$ cat config.mk
export PLATFORM = sky130hd
export DESIGN_NAME = best_arr_out_sched
export DESIGN_NICKNAME = d
export VERILOG_FILES = /design/src/rtl/best_arr_out_pkg.sv /design/src/rtl/best_arr_out_buf.sv /design/src/rtl/best_arr_out_sched.sv
export SDC_FILE = /design/constraint.sdc
export NUM_CORES = 1
export LEC_CHECK = 0
export CAP_MARGIN = 20
export CORE_AREA = 2 2 90 92
export CTS_CLUSTER_DIAMETER = 50
export DETAILED_ROUTE_END_ITERATION = 10
export DIE_AREA = 0 0 92 94
export GPL_ROUTABILITY_DRIVEN = 0
export PLACE_DENSITY = 0.7
export SYNTH_ARGS = -nofsm -noshare
export SYNTH_HDL_FRONTEND = slang
export SYNTH_SLANG_ARGS = --single-unit
$ cat constraint.sdc
create_clock -name clk -period 3.3 [get_ports clk]
set_clock_uncertainty 0.2 [all_clocks]
set_input_delay 0.66 -clock clk [delete_from_list [all_inputs] [get_ports clk]]
set_output_delay 0.66 -clock clk [all_outputs]
set_load 0.05 [all_outputs]
$ cat src/rtl/best_arr_out_pkg.sv
// Shared types and derived geometry for the best-array output scheduler.
// The helpers map the image row width to the half-row width and the column block count.
package best_arr_out_pkg;

    typedef enum logic [1:0] {
        IDLE  = 2'd0,
        RUN   = 2'd1,
        DRAIN = 2'd2,
        DONE  = 2'd3
    } state_t;

    function automatic int HALF(input int row_size);
        return row_size / 2;
    endfunction

    function automatic int NBLK(input int row_size, input int blocking);
        return (row_size / 2 + blocking - 1) / blocking;
    endfunction

endpackage

$ cat src/rtl/best_arr_out_buf.sv
// Two-entry FIFO that absorbs output backpressure.
// The caller must never write when the FIFO is full or pop when it is empty.
module best_arr_out_buf #(
    parameter int W = 9
) (
    input  logic         clk,
    input  logic         rst_n,
    input  logic         i_wr,
    input  logic [W-1:0] i_wdata,
    input  logic         i_pop,
    output logic [W-1:0] o_head,
    output logic [1:0]   o_count
);

    logic [W-1:0] r_mem [2];
    logic         r_wr_ptr;
    logic         r_rd_ptr;
    logic [1:0]   r_count;

    always_ff @(posedge clk) begin
        if (!rst_n) begin
            r_mem[0] <= '0;
            r_mem[1] <= '0;
            r_wr_ptr <= 1'b0;
            r_rd_ptr <= 1'b0;
            r_count  <= 2'd0;
        end else begin
            if (i_wr) begin
                r_mem[r_wr_ptr] <= i_wdata;
                r_wr_ptr        <= ~r_wr_ptr;
            end
            if (i_pop) begin
                r_rd_ptr <= ~r_rd_ptr;
            end
            r_count <= r_count + 2'(i_wr) - 2'(i_pop);
        end
    end

    assign o_head  = r_mem[r_rd_ptr];
    assign o_count = r_count;

endmodule

$ cat src/rtl/best_arr_out_sched.sv
// Streams the best-index array to the output FIFO in blocked order
// (half-image, column block, row, lane) under a two-credit read window.
module best_arr_out_sched
    import best_arr_out_pkg::*;
#(
    parameter int DATA_WIDTH = 11,
    parameter int IDX_WIDTH  = 9,
    parameter int ROW_SIZE   = 26,
    parameter int COL_SIZE   = 19,
    parameter int BLOCKING   = 4,
    parameter int NUM_QUERYS = ROW_SIZE * COL_SIZE,
    parameter int ADDR_WIDTH = $clog2(NUM_QUERYS)
) (
    input  logic                  clk,
    input  logic                  rst_n,
    input  logic                  start,
    output logic                  busy,
    output logic                  done,
    output logic                  mem_rd_en,
    output logic [ADDR_WIDTH-1:0] mem_rd_addr,
    input  logic [IDX_WIDTH-1:0]  mem_rd_data,
    output logic                  out_fifo_wenq,
    output logic [DATA_WIDTH-1:0] out_fifo_wdata,
    input  logic                  out_fifo_wfull_n
);

    localparam int HALF_C = HALF(ROW_SIZE);
    localparam int NBLK_C = NBLK(ROW_SIZE, BLOCKING);
    localparam int YW     = (COL_SIZE > 1) ? $clog2(COL_SIZE) : 1;
    localparam int XW     = (BLOCKING > 1) ? $clog2(BLOCKING) : 1;

    localparam logic [ADDR_WIDTH-1:0] L_HALF     = ADDR_WIDTH'(HALF_C);
    localparam logic [ADDR_WIDTH-1:0] L_ROW      = ADDR_WIDTH'(ROW_SIZE);
    localparam logic [ADDR_WIDTH-1:0] L_BLK      = ADDR_WIDTH'(BLOCKING);
    localparam logic [ADDR_WIDTH-1:0] L_LAST_COL = ADDR_WIDTH'((NBLK_C - 1) * BLOCKING);
    localparam logic [YW-1:0]         L_Y_LAST   = YW'(COL_SIZE - 1);
    localparam logic [XW-1:0]         L_XI_LAST  = XW'(BLOCKING - 1);

    state_t                r_state;
    state_t                w_next;
    logic                  r_px;
    logic [ADDR_WIDTH-1:0] r_col;
    logic [ADDR_WIDTH-1:0] r_blk_base;
    logic [ADDR_WIDTH-1:0] r_row_base;
    logic [YW-1:0]         r_y;
    logic [XW-1:0]         r_xi;
    logic                  r_inflight;

    logic [IDX_WIDTH-1:0]  w_head;
    logic [1:0]            w_count;
    logic [2:0]            w_occ;
    logic                  w_pop;
    logic                  w_issue;
    logic                  w_lane_last;
    logic                  w_row_last;
    logic                  w_blk_last;
    logic                  w_last;

    // A lane ends its group at the block edge or where it would pass the half-row width,
    // so lanes beyond HALF are never visited.
    assign w_lane_last = (r_xi == L_XI_LAST) ||
                         ((r_col + ADDR_WIDTH'(r_xi) + ADDR_WIDTH'(1)) >= L_HALF);
    assign w_row_last  = (r_y == L_Y_LAST);
    assign w_blk_last  = (r_col == L_LAST_COL);
    assign w_last      = w_lane_last & w_row_last & w_blk_last & r_px;

    assign w_pop   = (w_count != 2'd0) & out_fifo_wfull_n;
    assign w_occ   = {1'b0, w_count} + {2'b00, r_inflight};
    assign w_issue = (r_state == RUN) && ((w_occ - {2'b00, w_pop}) < 3'd2);

    always_ff @(posedge clk) begin
        if (!rst_n) begin
            r_state <= IDLE;
        end else begin
            r_state <= w_next;
        end
    end

    always_comb begin
        w_next = r_state;
        case (r_state)
            IDLE:    if (start) w_next = RUN;
            RUN:     if (w_issue && w_last) w_next = DRAIN;
            DRAIN:   if (!r_inflight && (w_count == {1'b0, w_pop})) w_next = DONE;
            DONE:    w_next = IDLE;
            default: w_next = IDLE;
        endcase
    end

    // Address = row base + lane; bases move by constant strides only.
    always_ff @(posedge clk) begin
        if (!rst_n || (r_state == IDLE)) begin
            r_px       <= 1'b0;
            r_col      <= '0;
            r_blk_base <= '0;
            r_row_base <= '0;
            r_y        <= '0;
            r_xi       <= '0;
        end else if (w_issue) begin
            if (!w_lane_last) begin
                r_xi <= r_xi + XW'(1);
            end else begin
                r_xi <= '0;
                if (!w_row_last) begin
                    r_y        <= r_y + YW'(1);
                    r_row_base <= r_row_base + L_ROW;
                end else begin
                    r_y <= '0;
                    if (!w_blk_last) begin
                        r_col      <= r_col + L_BLK;
                        r_blk_base <= r_blk_base + L_BLK;
                        r_row_base <= r_blk_base + L_BLK;
                    end else begin
                        r_col      <= '0;
                        r_px       <= 1'b1;
                        r_blk_base <= L_HALF;
                        r_row_base <= L_HALF;
                    end
                end
            end
        end
    end

    always_ff @(posedge clk) begin
        if (!rst_n) begin
            r_inflight <= 1'b0;
        end else begin
            r_inflight <= w_issue;
        end
    end

    best_arr_out_buf #(
        .W(IDX_WIDTH)
    ) u_buf (
        .clk     (clk),
        .rst_n   (rst_n),
        .i_wr    (r_inflight),
        .i_wdata (mem_rd_data),
        .i_pop   (w_pop),
        .o_head  (w_head),
        .o_count (w_count)
    );

    assign busy           = (r_state != IDLE);
    assign done           = (r_state == DONE);
    assign mem_rd_en      = w_issue;
    assign mem_rd_addr    = r_row_base + ADDR_WIDTH'(r_xi);
    assign out_fifo_wenq  = w_pop;
    assign out_fifo_wdata = DATA_WIDTH'(w_head);

endmodule

==> results of run 1 <==
-- sequential cells by signal (all words and copies together), names as in the netlist, named ones only --
signal,flops
u_buf.r_mem,18
r_blk_base,9
r_row_base,9
r_col,7
r_y,5
r_state,2
r_xi,2
u_buf.o_count,2
r_inflight,1
r_px,1
u_buf.r_rd_ptr,1
u_buf.r_wr_ptr,1
-- logic make-up (layout without fill, tap and decap cells) --
family                   Yosys count  count (layout)  synth area share [%]
AND/OR/NAND/NOR                  134             134                  21.5
AO/OA/AOI/OAI                     76              76                  15.8
flip-flops                        59              59                  40.7
buffers and inverters             43              89                  5.60
XOR/XNOR                          20              20                  5.23
adder cells (fa/ha/maj)           18              18                  7.17
multiplexers                      12              12                  3.92
other                              1               2                 0.112
-- power by group through the flow --
| stage | clock network, mW | logic, mW | registers (mW) |
|---|---|---|---|
| after floorplan | 0 | 0.602 | 0.875 |
| after global placement | 0 | 0.848 | 0.896 |
| after detailed placement | 0 | 0.864 | 0.899 |
| after CTS | 0.639 | 0.933 | 0.885 |
| after global routing | 0.674 | 0.992 | 0.894 |
| final | 0.627 | 0.923 | 0.883 |
-- path summary, 6_finish.rpt --
path | from | end | slack (ps)
max | out_fifo_wfull_n | mem_rd_en | 80
min | r_blk_base[1] | r_blk_base[1] | 240
max reg2reg | u_buf.o_count[1] | r_state[1] | 240
min reg2reg | r_blk_base[1] | r_blk_base[1] | 240
-- per-layer routing --
layer  share of wire [%]  wire length, um  up-vias
li1                    -                -     1378
met1                  44             3300     1317
met2                  48             3600       66
met3                 5.3              393       16
met4                 2.3              168        0
met5                   0                0        -
-- synth_stat cells (4+ instances only) --
cell | count | area, um^2
nor3_1 | 14 | 70.1
nor2_1 | 18 | 67.6
mux2_2 | 9 | 101
nand3_1 | 20 | 100
xnor2_1 | 10 | 87.6
nand2_1 | 28 | 105
ha_1 | 16 | 200
o21ai_0 | 9 | 45.0
or3_1 | 4 | 25.0
nor2b_1 | 5 | 31.3
buf_2 | 5 | 25.0
inv_1 | 18 | 67.6
edfxtp_1 | 18 | 541
and2_1 | 22 | 138
dfxtp_1 | 41 | 821
o211ai_1 | 4 | 30.0
clkbuf_1 | 14 | 52.6
xor2_1 | 10 | 87.6
a21oi_1 | 24 | 120
a31o_2 | 4 | 35.0
a32o_1 | 7 | 70.1
and3_1 | 4 | 25.0
-- cell type report --
type / count / area, um^2 / area share (%)
multi-input combinational: 262 / 1870 / 44.9
clock buffer: 10 / 128 / 3.07
clock inverter: 6 / 56.3 / 1.35
timing repair buffer: 54 / 542 / 13.0
inverter: 19 / 76.3 / 1.83
sequential: 59 / 1360 / 32.8
tap: 102 / 128 / 3.07
-- worst reg2reg max path, delay by kind of cell, from the launching register on --
| kind | cells | cell delay, ps |
|---|---|---|
| fa+ha+maj | 3 | 730 |
| simple gates | 2 | 190 |
| buf+inv | 5 | 450 |
| compound gates | 3 | 650 |
| mux | 1 | 230 |
| xor+xnor | 1 | 150 |
| flops | 1 | 380 |
-- stage by stage --
step | instances | setup TNS [ps] | area (um^2)
after floorplan | 364 | 0 | 3370
after CTS | 512 | 0 | 4150
after global routing | 512 | 0 | 4160
after global placement | 494 | -6390 | 3920
after detailed placement | 494 | -9190 | 3920
final | 512 | 0 | 4160
-- what timing repair did --
item	CTS	global route
pin swaps	3	5
buffers inserted	2	0
gates resized for setup	6	6
endpoints found under the setup margin	4	4
==> flow_summary.yaml, run 1 <==
run_status:
  status: "complete, no violations"
timing:
  tightestPinTransition_ps: 512
  period_share_pct: 97.6
  period_needed_ps: 3220
  finalHoldViolCount: 0
  hold_ws_ps: 238
  rsz0062_at_grt: "no"
  slew_violations: 0
  max_freq_ghz: 0.311
  setup_ws_ps: 80.0
  slew_headroom_pct: 65.7
  setup_violations: 0
pwr:
  leakage_nw: 1.55
  seqPwrFrac_pct: 36.3
  totalPowerFinal_mw: 2.43
  ir_drop_uv: 254
  p_sw_mw: 0.884
  pwr-share-clk_pct: 25.8
  internal_power_mw: 1.55
  combPwrFrac_pct: 37.9
  cellPowerDensity_nw_per_um2: 585
  power_switching_share_pct: 36.3
setup_path:
  critPathTopFamily: "adder cells"
  crit_buf_inv: 5
  cpPeakStageDelay_ps: 560
  cp_max_fo: 2
  worst-path-stages: 10
  cp_data_required_time_ps: 2440
  slowest_stage: "fa_2"
  reg2regPathDepth: 15
  critPathMostFrequentCell: "inv_1"
  worstPathArrival_ps: 2360
  crit_type: "input pin to output pin"
  critPathLaunchType: "input pin"
  endpoint_kind: "output pin"
  cp_cell_sequence: "dlygate4sd2_1 > o21a_4 > ha_4 > inv_1 > ha_2 > inv_1 > fa_2 > nand3_4 > clkinv_4 > buf_12"
flow_run:
  cap_violations: 0
synthesis:
  yosys_register_bits: 59
  yosys_most_used_dff: "dfxtp_1"
  syn-instance-count: 363
  ys_types: 60
  synthArstFlopShare_pct: 0
  ys_warn_count: 0
  yosysSeqAreaShare_pct: 40.7
  synth_edf_count: 18
  netlist_area_um2: 3350
  synth.avg_cell_area_um2: 9.22
placed_design:
  port_buffers: 34
  preCtsSetupSlack_ps: -368
  hpwl_mm: 5.19
cts:
  cts_buffer_depth: 2
  numCtsBuffers: 9
  clk_pin_slew_worst_paths_ps: 70
  postCtsHoldBufs: 0
  clockRootBuffer: "clkbuf_8"
  clock_latency_ps: 340
  cts_tree: "built"
  h-tree-depth: 3
  cts.sinks: 59
global_routing:
  grt_max_degree: 32
  use_met2_pct: 31.1
  busiest_layer: "met2"
  overflow: 0
  grt_pass1_wl_mm: 12.8
  met3_usage_pct: 4.90
  antenna_found_initial: 0
  grt_pass1_vias: 2759
  grtUsageTotal_pct: 18.7
  met1_usage_pct: 23.4
die:
  start_util_pct: 44.0
  die_w_um: 92
  rows: 32
  core_area_um2: 7610
  die_area_um2: 8650
  pin_count: 37
  die_h_um: 94
cells_and_area:
  postLayoutCoreUtil_pct: 54.7
  filler_cell_count: 684
  area_growth_pct: 24.3
  nets: 436
  drive_gt1_share_pct: 19.3
  layout_commonest_cell: "dfxtp_1"
  diodes: 0
  mostFrequentLayoutCells: "39 x dfxtp_1, 28 x nand2_1, 24 x a21oi_1, 24 x clkdlybuf4s50_1, 23 x buf_4"
route:
  first_pass_iters: 4
  via_count: 2777
  wl_per_cell_um: 14.6
  antenna_left: 0
  viasPerCell: 5.42
  routed_wl_mm: 7.46
  first_iter_violations: 176
  drc: 0
worst_hold_path:
  hold_depth: 2
  hp-class: "flip-flop to flip-flop"
(Power assumes the default switching activity.)
==> run 2, diff against run 1 <==
--- a/config.mk
+++ b/config.mk
@@ -8,10 +8,11 @@
 export CAP_MARGIN = 20
 export CORE_AREA = 2 2 90 92
 export CTS_CLUSTER_DIAMETER = 50
+export CTS_CLUSTER_SIZE = 20
 export DETAILED_ROUTE_END_ITERATION = 10
 export DIE_AREA = 0 0 92 94
 export GPL_ROUTABILITY_DRIVEN = 0
-export PLACE_DENSITY = 0.7
+export PLACE_DENSITY = 0.69
 export SYNTH_ARGS = -nofsm -noshare
 export SYNTH_HDL_FRONTEND = slang
 export SYNTH_SLANG_ARGS = --single-unit
==> run 2 against run 1 <==
Against the previous run:
- utilization increased by 0.46 points
- largest power group unchanged
- global-route usage up 0.16 points
- largest cell class unchanged
- via count grew 1.4%
- final cell count increased by 0.78%
- clock-buffer cell count unchanged
==> flow_summary.yaml, run 2 (synthesis gave the netlist of run 1 again) <==
run_status:
  status: "complete, no violations"
global_routing:
  grt_pass1_wl_mm: 12.9
  grtUsageTotal_pct: 18.8
  grt_max_degree: 23
  overflow: 0
  antenna_found_initial: 0
  grt_pass1_vias: 2770
die:
  rows: 32
  die_w_um: 92
  start_util_pct: 44.0
  pin_count: 37
  core_area_um2: 7610
  die_area_um2: 8650
  die_h_um: 94
timing:
  setup_violations: 0
  slew_violations: 0
  rsz0062_at_grt: "no"
  setup_ws_ps: 106
  finalHoldViolCount: 0
  tightestPinTransition_ps: 842
  period_needed_ps: 3190
  period_share_pct: 96.8
  max_freq_ghz: 0.313
  slew_headroom_pct: 43.7
  hold_ws_ps: 238
cts:
  clk_pin_slew_worst_paths_ps: 70
  cts_tree: "built"
  clock_latency_ps: 340
  cts_buffer_depth: 2
  h-tree-depth: 3
  postCtsHoldBufs: 0
  clockRootBuffer: "clkbuf_8"
  cts.sinks: 59
  numCtsBuffers: 9
setup_path:
  slowest_stage: "fa_2"
  endpoint_kind: "output pin"
  cpPeakStageDelay_ps: 570
  worstPathArrival_ps: 2330
  critPathLaunchType: "input pin"
  cp_cell_sequence: "dlygate4sd2_1 > o21a_4 > ha_4 > inv_2 > ha_1 > inv_1 > fa_2 > nand3_4 > inv_6 > buf_12"
  cp_data_required_time_ps: 2440
  cp_max_fo: 2
  crit_type: "input pin to output pin"
route:
  drc: 0
  first_pass_iters: 5
  antenna_left: 0
  wl_met3_um: 402
  top_layer: "met4"
  wl_met2_mm: 3.63
  viasPerCell: 5.46
  via_count: 2815
  wl_per_cell_um: 14.6
  first_iter_violations: 166
  routed_wl_mm: 7.53
  wl_met1_mm: 3.38
pwr:
  leakage_nw: 1.58
  cellPowerDensity_nw_per_um2: 604
  totalPowerFinal_mw: 2.53
  ir_drop_uv: 247
placed_design:
  preCtsSetupSlack_ps: -338
  port_buffers: 34
  hpwl_mm: 5.21
cells_and_area:
  nets: 440
  top_regs: "u_buf.r_mem (18), r_blk_base (9), r_row_base (9)"
  largest_register_ffs: 18
  drive_gt1_share_pct: 19.3
  layout_commonest_cell: "dfxtp_1"
  area_growth_pct: 25.3
  top_register: "u_buf.r_mem"
  mostFrequentLayoutCells: "40 x dfxtp_1, 28 x nand2_1, 28 x buf_4, 24 x a21oi_1, 24 x clkdlybuf4s50_1"
  diodes: 0
worst_hold_path:
  hp-class: "flip-flop to flip-flop"
flow_run:
  cap_violations: 0
-- run 2: cell count changes in the layout (fill, tap and decap cells not counted) --
cell	before	now
buf_4	23	28
clkinv_2	3	1
ha_1	13	15
ha_2	2	0
buf_12	6	5
bufinv_16	1	2
clkinv_1	1	2
clkinv_4	1	0
dfxtp_1	39	40
dfxtp_2	2	1
inv_1	18	17
inv_2	0	1
inv_6	0	1
-- run 2: final timing paths --
check	from	end	slack (ps)	cells after the start
worst max-delay path	out_fifo_wfull_n	mem_rd_en	110	10
worst min-delay path	r_blk_base[1]	r_blk_base[1]	240	2
worst max register to register	u_buf.o_count[1]	r_blk_base[7]	290	13
worst min register to register	r_blk_base[1]	r_blk_base[1]	240	2
-- run 2: layout make-up --
cell class              instances  area (um^2)
fillers                       673         3410
clock inverters                 6         80.1
inverters                      19         76.3
clock buffers                  10          128
flip-flops and latches         59         1360
well taps                     102          128
repair buffers                 58          559
multi-input cells             262         1860
-- run 2: through the flow --
| step | utilization [%] | setup TNS (ps) | instance area (um^2) | instances |
|---|---|---|---|---|
| floorplan | - | 0 | 3370 | 364 |
| global placement | 51.7 | -6490 | 3930 | 498 |
| detailed placement | 51.7 | -7300 | 3930 | 498 |
| CTS | 54.9 | 0 | 4170 | 516 |
| global route | 55.1 | 0 | 4200 | 516 |
| finish | 55.1 | 0 | 4200 | 516 |
-- run 2: worst max-delay path: cells and delay by family --
family                     cells  cell delay (ps)
adders and majority gates      3              920
buffers and inverters          5              530
AOI/OAI and AO/OA              1              120
and+or+nand+nor                1              100
-- run 2: per-layer routing --
layer	vias up	global-route usage, %
met2	69	31.3
met5	-	0
li1	1393	-
met3	13	5.46
met4	0	6.59
met1	1340	23.5
-- run 2: timing repair --
action,in CTS,in global routing
endpoints found under the setup margin,2,2
pin swaps,3,2
gates resized for setup,5,4
buffers inserted,2,0
-- run 2: where the power goes --
part           internal (mW)  total [mW]  switching [mW]  leakage, nW
sequential             0.821       0.885          0.0639        0.518
clock                  0.419       0.714           0.295        0.101
combinational          0.393       0.934           0.541        0.963
